**config.mk**
```make
export PLATFORM = sky130hd
export DESIGN_NAME = ttt_game_ctrl
export DESIGN_NICKNAME = d
export VERILOG_FILES = /design/src/rtl/ttt_game_ctrl.sv
export SDC_FILE = /design/constraint.sdc
export NUM_CORES = 1
export LEC_CHECK = 0
export ABC_CLOCK_PERIOD_IN_PS = 2400
export BUFFER_PORTS_ARGS = -buffer_cell sky130_fd_sc_hd__buf_4
export CORE_UTILIZATION = 54
export CTS_CLUSTER_DIAMETER = 150
export CTS_CLUSTER_SIZE = 40
export DETAILED_ROUTE_END_ITERATION = 6
export PLACE_DENSITY = 0.75
export SYNTH_ARGS = -nofsm -noshare
export SYNTH_HDL_FRONTEND = slang
export SYNTH_SLANG_ARGS = --single-unit
```
**constraint.sdc**
```tcl
create_clock -name clk -period 2.4 [get_ports clk]
set_clock_uncertainty 0.2 [all_clocks]
set_input_delay 0.48 -clock clk [delete_from_list [all_inputs] [get_ports clk]]
set_output_delay 0.48 -clock clk [all_outputs]
set_load 0.01 [all_outputs]
```
**src/rtl/ttt_game_ctrl.sv**
```systemverilog
// ttt_game_ctrl
//   Tic-tac-toe game controller fed by the keypad scanner's held key code.
//   A press is accepted after key_data holds the same cell code for
//   DB_CYCLES cycles, and the keypad is re-armed once key_data has been 0 for
//   DB_CYCLES cycles. Each accepted press places one stone for the side to
//   move. After each placement the board is checked for a win or a draw.
//
// Ports
//   clk        system clock, all logic on posedge
//   rst        asynchronous active-high reset
//   key_data   scanner code: 0 none, 1..9 cell, 10..15 non-cell keys
//   new_game   1-cycle synchronous clear request
//   board      cell k at board[2k-1:2k-2]: 00 empty, 01 X, 10 O
//   turn_o     1 = O to move, 0 = X to move
//   winner     00 none, 01 X, 10 O, 11 draw
//   game_over  high while winner != 00
//   win_line   bit k-1 set for each cell k in a completed line
//   move_ok    1-cycle pulse when a stone is placed
//   move_err   1-cycle pulse when the pressed cell is already occupied
module ttt_game_ctrl #(
  parameter int DB_CYCLES = 50000,
  parameter int CNT_W     = 16
) (
  input  logic        clk,
  input  logic        rst,
  input  logic [3:0]  key_data,
  input  logic        new_game,
  output logic [17:0] board,
  output logic        turn_o,
  output logic [1:0]  winner,
  output logic        game_over,
  output logic [8:0]  win_line,
  output logic        move_ok,
  output logic        move_err
);

  typedef enum logic [2:0] {
    S_IDLE, S_PRESS, S_APPLY, S_CHECK, S_RELEASE, S_GAMEOVER
  } state_t;

  localparam logic [CNT_W-1:0] CNT_LAST = CNT_W'(DB_CYCLES - 1);
  localparam logic [CNT_W-1:0] CNT_MAX  = '1;

  // Cell masks of the 8 lines: rows, columns, diagonals.
  localparam logic [7:0][8:0] LINES = {
    9'h007, 9'h038, 9'h1C0,
    9'h049, 9'h092, 9'h124,
    9'h111, 9'h054
  };

  state_t            state_q, state_d;
  logic [CNT_W-1:0]  cnt_q, cnt_d;
  logic [3:0]        code_q, code_d;
  logic [17:0]       board_q, board_d;
  logic              turn_q, turn_d;
  logic [1:0]        winner_q, winner_d;
  logic              game_over_q, game_over_d;
  logic [8:0]        win_line_q, win_line_d;
  logic              move_ok_q, move_ok_d;
  logic              move_err_q, move_err_d;

  // Per-cell views of the board and of the latched code.
  logic [8:0] x_cells, o_cells, cell_hit;

  genvar gi;
  generate
    for (gi = 0; gi < 9; gi++) begin : g_cell
      assign x_cells[gi]  = (board_q[2*gi +: 2] == 2'b01);
      assign o_cells[gi]  = (board_q[2*gi +: 2] == 2'b10);
      assign cell_hit[gi] = (code_q == 4'(gi + 1));
    end
  endgenerate

  // Saturating increment: the debounce counter never wraps.
  logic [CNT_W-1:0] cnt_inc;
  assign cnt_inc = (cnt_q == CNT_MAX) ? cnt_q : cnt_q + 1'b1;

  logic       x_win, o_win;
  logic [8:0] lines_done;

  always_comb begin
    x_win      = 1'b0;
    o_win      = 1'b0;
    lines_done = 9'h000;
    for (int l = 0; l < 8; l++) begin
      if ((x_cells & LINES[l]) == LINES[l]) begin
        x_win      = 1'b1;
        lines_done = lines_done | LINES[l];
      end
      if ((o_cells & LINES[l]) == LINES[l]) begin
        o_win      = 1'b1;
        lines_done = lines_done | LINES[l];
      end
    end
  end

  always_comb begin
    state_d     = state_q;
    cnt_d       = cnt_q;
    code_d      = code_q;
    board_d     = board_q;
    turn_d      = turn_q;
    winner_d    = winner_q;
    game_over_d = game_over_q;
    win_line_d  = win_line_q;
    move_ok_d   = 1'b0;
    move_err_d  = 1'b0;

    case (state_q)
      S_IDLE: begin
        if (key_data != 4'd0 && key_data <= 4'd9) begin
          code_d  = key_data;
          cnt_d   = '0;
          state_d = S_PRESS;
        end
      end
      S_PRESS: begin
        // The latching cycle in IDLE is the first stable cycle.
        if (key_data == code_q) begin
          cnt_d = cnt_inc;
          if (cnt_inc >= CNT_LAST) state_d = S_APPLY;
        end else begin
          state_d = S_IDLE;
        end
      end
      S_APPLY: begin
        if (|((x_cells | o_cells) & cell_hit)) begin
          move_err_d = 1'b1;
          cnt_d      = '0;
          state_d    = S_RELEASE;
        end else begin
          for (int k = 0; k < 9; k++) begin
            if (cell_hit[k]) board_d[2*k +: 2] = turn_q ? 2'b10 : 2'b01;
          end
          move_ok_d = 1'b1;
          state_d   = S_CHECK;
        end
      end
      S_CHECK: begin
        cnt_d      = '0;
        win_line_d = lines_done;
        if (x_win)                      winner_d = 2'b01;
        else if (o_win)                 winner_d = 2'b10;
        else if (&(x_cells | o_cells))  winner_d = 2'b11;
        else                            turn_d   = ~turn_q;
        game_over_d = (winner_d != 2'b00);
        state_d     = game_over_d ? S_GAMEOVER : S_RELEASE;
      end
      S_RELEASE: begin
        if (key_data != 4'd0) begin
          cnt_d = '0;
        end else if (cnt_q >= CNT_LAST) begin
          state_d = S_IDLE;
        end else begin
          cnt_d = cnt_inc;
        end
      end
      S_GAMEOVER: ;
      default: state_d = S_IDLE;
    endcase

    // Clear wins over an in-flight APPLY/CHECK; RELEASE stops a held key
    // from being replayed into the fresh game.
    if (new_game) begin
      board_d     = '0;
      turn_d      = 1'b0;
      winner_d    = 2'b00;
      game_over_d = 1'b0;
      win_line_d  = '0;
      move_ok_d   = 1'b0;
      move_err_d  = 1'b0;
      cnt_d       = '0;
      state_d     = S_RELEASE;
    end
  end

  always_ff @(posedge clk or posedge rst) begin
    if (rst) begin
      state_q     <= S_IDLE;
      cnt_q       <= '0;
      code_q      <= '0;
      board_q     <= '0;
      turn_q      <= 1'b0;
      winner_q    <= 2'b00;
      game_over_q <= 1'b0;
      win_line_q  <= '0;
      move_ok_q   <= 1'b0;
      move_err_q  <= 1'b0;
    end else begin
      state_q     <= state_d;
      cnt_q       <= cnt_d;
      code_q      <= code_d;
      board_q     <= board_d;
      turn_q      <= turn_d;
      winner_q    <= winner_d;
      game_over_q <= game_over_d;
      win_line_q  <= win_line_d;
      move_ok_q   <= move_ok_d;
      move_err_q  <= move_err_d;
    end
  end

  assign board     = board_q;
  assign turn_o    = turn_q;
  assign winner    = winner_q;
  assign game_over = game_over_q;
  assign win_line  = win_line_q;
  assign move_ok   = move_ok_q;
  assign move_err  = move_err_q;

endmodule

```
==> impl_metrics.ini <==
[synth]
ys.warnings.count = 0
async_flop_share_pct = 100
synth-edff-count = 0
synthesis.nets = 460
synth_largest_area_cell = sky130_fd_sc_hd__dfrtp_1
syn_inst = 434
synth-main-ff-cell = sky130_fd_sc_hd__dfrtp_1
synth.avg_cell_area_um2 = 8.78
ys_top_cells_by_area = sky130_fd_sc_hd__dfrtp_1 (37%), sky130_fd_sc_hd__ha_1 (6.2%), sky130_fd_sc_hd__a21oi_1 (5.7%)
syn-cell-area_um2 = 3810
synth.top_cell.area_share_pct = 36.8
synth_cell_types = 67
yosysSeqAreaShare_pct = 36.8
synth_seq_cells = 56

[clock_network]
clkSlewWorstSetupHoldPaths_ps = 110
worst_skew_pair.late_latency_ps = 330
numCtsBuffers = 5
ctsRootBufferMaster = sky130_fd_sc_hd__clkbuf_8
tritoncts = yes
h-tree-depth = 2
clock_sink_count = 56
cts_buffer_depth = 2

[routing]
wl_per_cell_um = 24.6
drt_drc_violations_left = 14
ant_nets = 0
detail_route.wirelength_um = 17000
num_vias = 4841
firstDrtPassIters = 7
viasPerCell = 6.98
drt_first_iter_violations = 838

[cells_and_area]
layout-drive-gt1-share_pct = 50.2
fin_area_um2 = 5940
nFillCells = 295
layout.nets = 623
n_antenna_cell = 0
areaGrowthSynthToFinish_pct = 55.8
layout_common_cells = sky130_fd_sc_hd__buf_4 (166), sky130_fd_sc_hd__dfrtp_1 (53), sky130_fd_sc_hd__nor2_1 (28)
final_common_cell = sky130_fd_sc_hd__buf_4

[timing]
post-route-period-util_pct = 119
timing.max_slew.rel_slack_pct = 57.8
minimum_setup_slack_in_the_final_design_ps = -451
max_slew.worst_pin.slew_ps = 633
unrepaired_setup_endpoints_after_global_routing = yes
finalSetupViolations = 42
final_period_minus_worst_setup_slack_ps = 2850
slew_violations = 0
hold_ws_ps = -15.0
timing.fmax_mhz = 351
finalHoldViolations = 23

[pwr]
cellPowerDensity_nw_per_um2 = 360
power.static_leakage_nw = 2.62
power_mw = 2.14
ir_worst_vdd_uv = 383

[floorplanning]
design.die.area_um2 = 7390
core_area_um2 = 6790
ios = 40
die-width_um = 86.0
core.rowCount = 30
start_util_pct = 56.1
die_y_um = 86.0

[setup_path]
critical_path.endpoint_type = register
path_max_fanout = 12
cp_data_required_time_ps = 2450
timing.critical_path.from_type = register
worstSetupPathType = reg -> reg
arrival_ps = 2900

[status]
failing_checks = design-rule violations, negative hold slack, negative setup slack
status = complete, but fails checks

[placed_design]
placement.setup.worst_slack_ps = -504
hpwlAfterDp_um = 8150
io_buffers = 39
placement.cell_area_um2 = 4930
routabilityCongestion = 0.897

[min_path]
worstHoldPathType = in -> async

[run]
max-cap-violations = 0

[global_routing]
grt_util_all_layers_pct = 36.4
grt_start_max_net_pins = 30
number_of_antenna_violations_at_the_first_check_in_global_routing = 0
grt_pass1_vias = 4267
grt_first_pass_wirelength_um = 21000
grt_overflow = 0
synthesized netlist by cell type, types with 6 or more instances:
master and instances:
sky130_fd_sc_hd__dfrtp_1 56, sky130_fd_sc_hd__clkbuf_1 7, sky130_fd_sc_hd__nor3_1 10, sky130_fd_sc_hd__nand3_1 21, sky130_fd_sc_hd__ha_1 19, sky130_fd_sc_hd__nor3b_1 6, sky130_fd_sc_hd__nor2_1 31, sky130_fd_sc_hd__and3_1 15
sky130_fd_sc_hd__a22o_1 6, sky130_fd_sc_hd__inv_1 26, sky130_fd_sc_hd__a21oi_1 43, sky130_fd_sc_hd__nor4_1 7, sky130_fd_sc_hd__a31oi_1 16, sky130_fd_sc_hd__nand2_1 26, sky130_fd_sc_hd__o21ai_0 26, sky130_fd_sc_hd__mux2i_1 8
sky130_fd_sc_hd__buf_2 15
layer usage:
metal  GRT usage [%]  wire [um]  up-vias
met1            48.2       6020     2261
li1                -          -     1929
met2            59.5       7820      493
met3            5.39       2000      158
met4            15.2       1200        0
met5               0          0        -
report_power, final:
group | total [mW] | internal, mW | switching [mW] | leakage (nW)
Combinational | 0.400 | 0.170 | 0.231 | 1.79
Sequential | 1.01 | 0.964 | 0.0468 | 0.765
Clock | 0.727 | 0.370 | 0.357 | 0.0645
Total | 2.14 | 1.50 | 0.635 | 2.62
flip-flops by register name (all words and copies together), names as in the netlist:
| register | flops |
|---|---|
| game_over | 1 |
| state_q | 3 |
| move_err | 1 |
| cnt_q | 16 |
| turn_o | 1 |
| board | 18 |
| winner | 2 |
| move_ok | 1 |
| code_q | 4 |
| win_line | 9 |
path summary, 6_finish.rpt:
kind	start	endpoint	slack, ps	depth (start not counted)
worst max-delay path	board[14]	board[11]	-450	9
worst min-delay path	rst	win_line[7]	-20	2
worst max register to register	board[14]	board[11]	-450	9
worst min register to register	game_over	game_over	380	2
max in group asynchronous	rst	board[15]	1320	3
min in group clk	key_data[0]	code_q[0]	290	3
cell type report:
class	instances	area [um^2]	share of cell area (%)
clock inverter	1	30.0	0.506
multi-input combinational	324	2730	45.9
inverter	26	100	1.69
sequential	56	1410	23.7
timing repair buffer	184	1460	24.6
tap	96	120	2.02
clock buffer	7	96.3	1.62
per-stage QoR:
step	util [%]	setup TNS, ps	instances	hold slack [ps]
floorplan	-	-4670	434	364
global placement	72.6	-9040	647	309
detailed placement	72.6	-11390	647	340
CTS	81.5	-5970	681	13.8
global route	87.4	-14720	694	27.3
finish	87.4	-12920	694	-15.0
cells by family after synthesis:
kind of cell,count (synthesis),share of synthesized area (%)
DFF,56,36.8
muxes,13,3.58
buffers and inverters,54,6.31
xor gates and xnor gates,8,1.84
and+or+nand+nor,153,22.4
AOI/OAI and AO/OA,131,22.8
adders and majority gates,19,6.24
timing repair:
action	4_1_cts	5_1_grt
buffers inserted	26	20
resized for setup	63	61
hold buffers	0	0
pin swaps	31	17
setup endpoints to repair	39	42
gates cloned	0	0
worst max-delay path, stage by stage (launching register included):
cell and delay [ps]:
sky130_fd_sc_hd__dfrtp_1 420, sky130_fd_sc_hd__inv_2 100, sky130_fd_sc_hd__ha_4 210, sky130_fd_sc_hd__or4b_4 550, sky130_fd_sc_hd__a21oi_4 180, sky130_fd_sc_hd__nor2_2 100
sky130_fd_sc_hd__and3_4 220, sky130_fd_sc_hd__and3b_2 320, sky130_fd_sc_hd__a21o_1 250, sky130_fd_sc_hd__a21oi_2 210
Power figures use the tool's default switching activity.
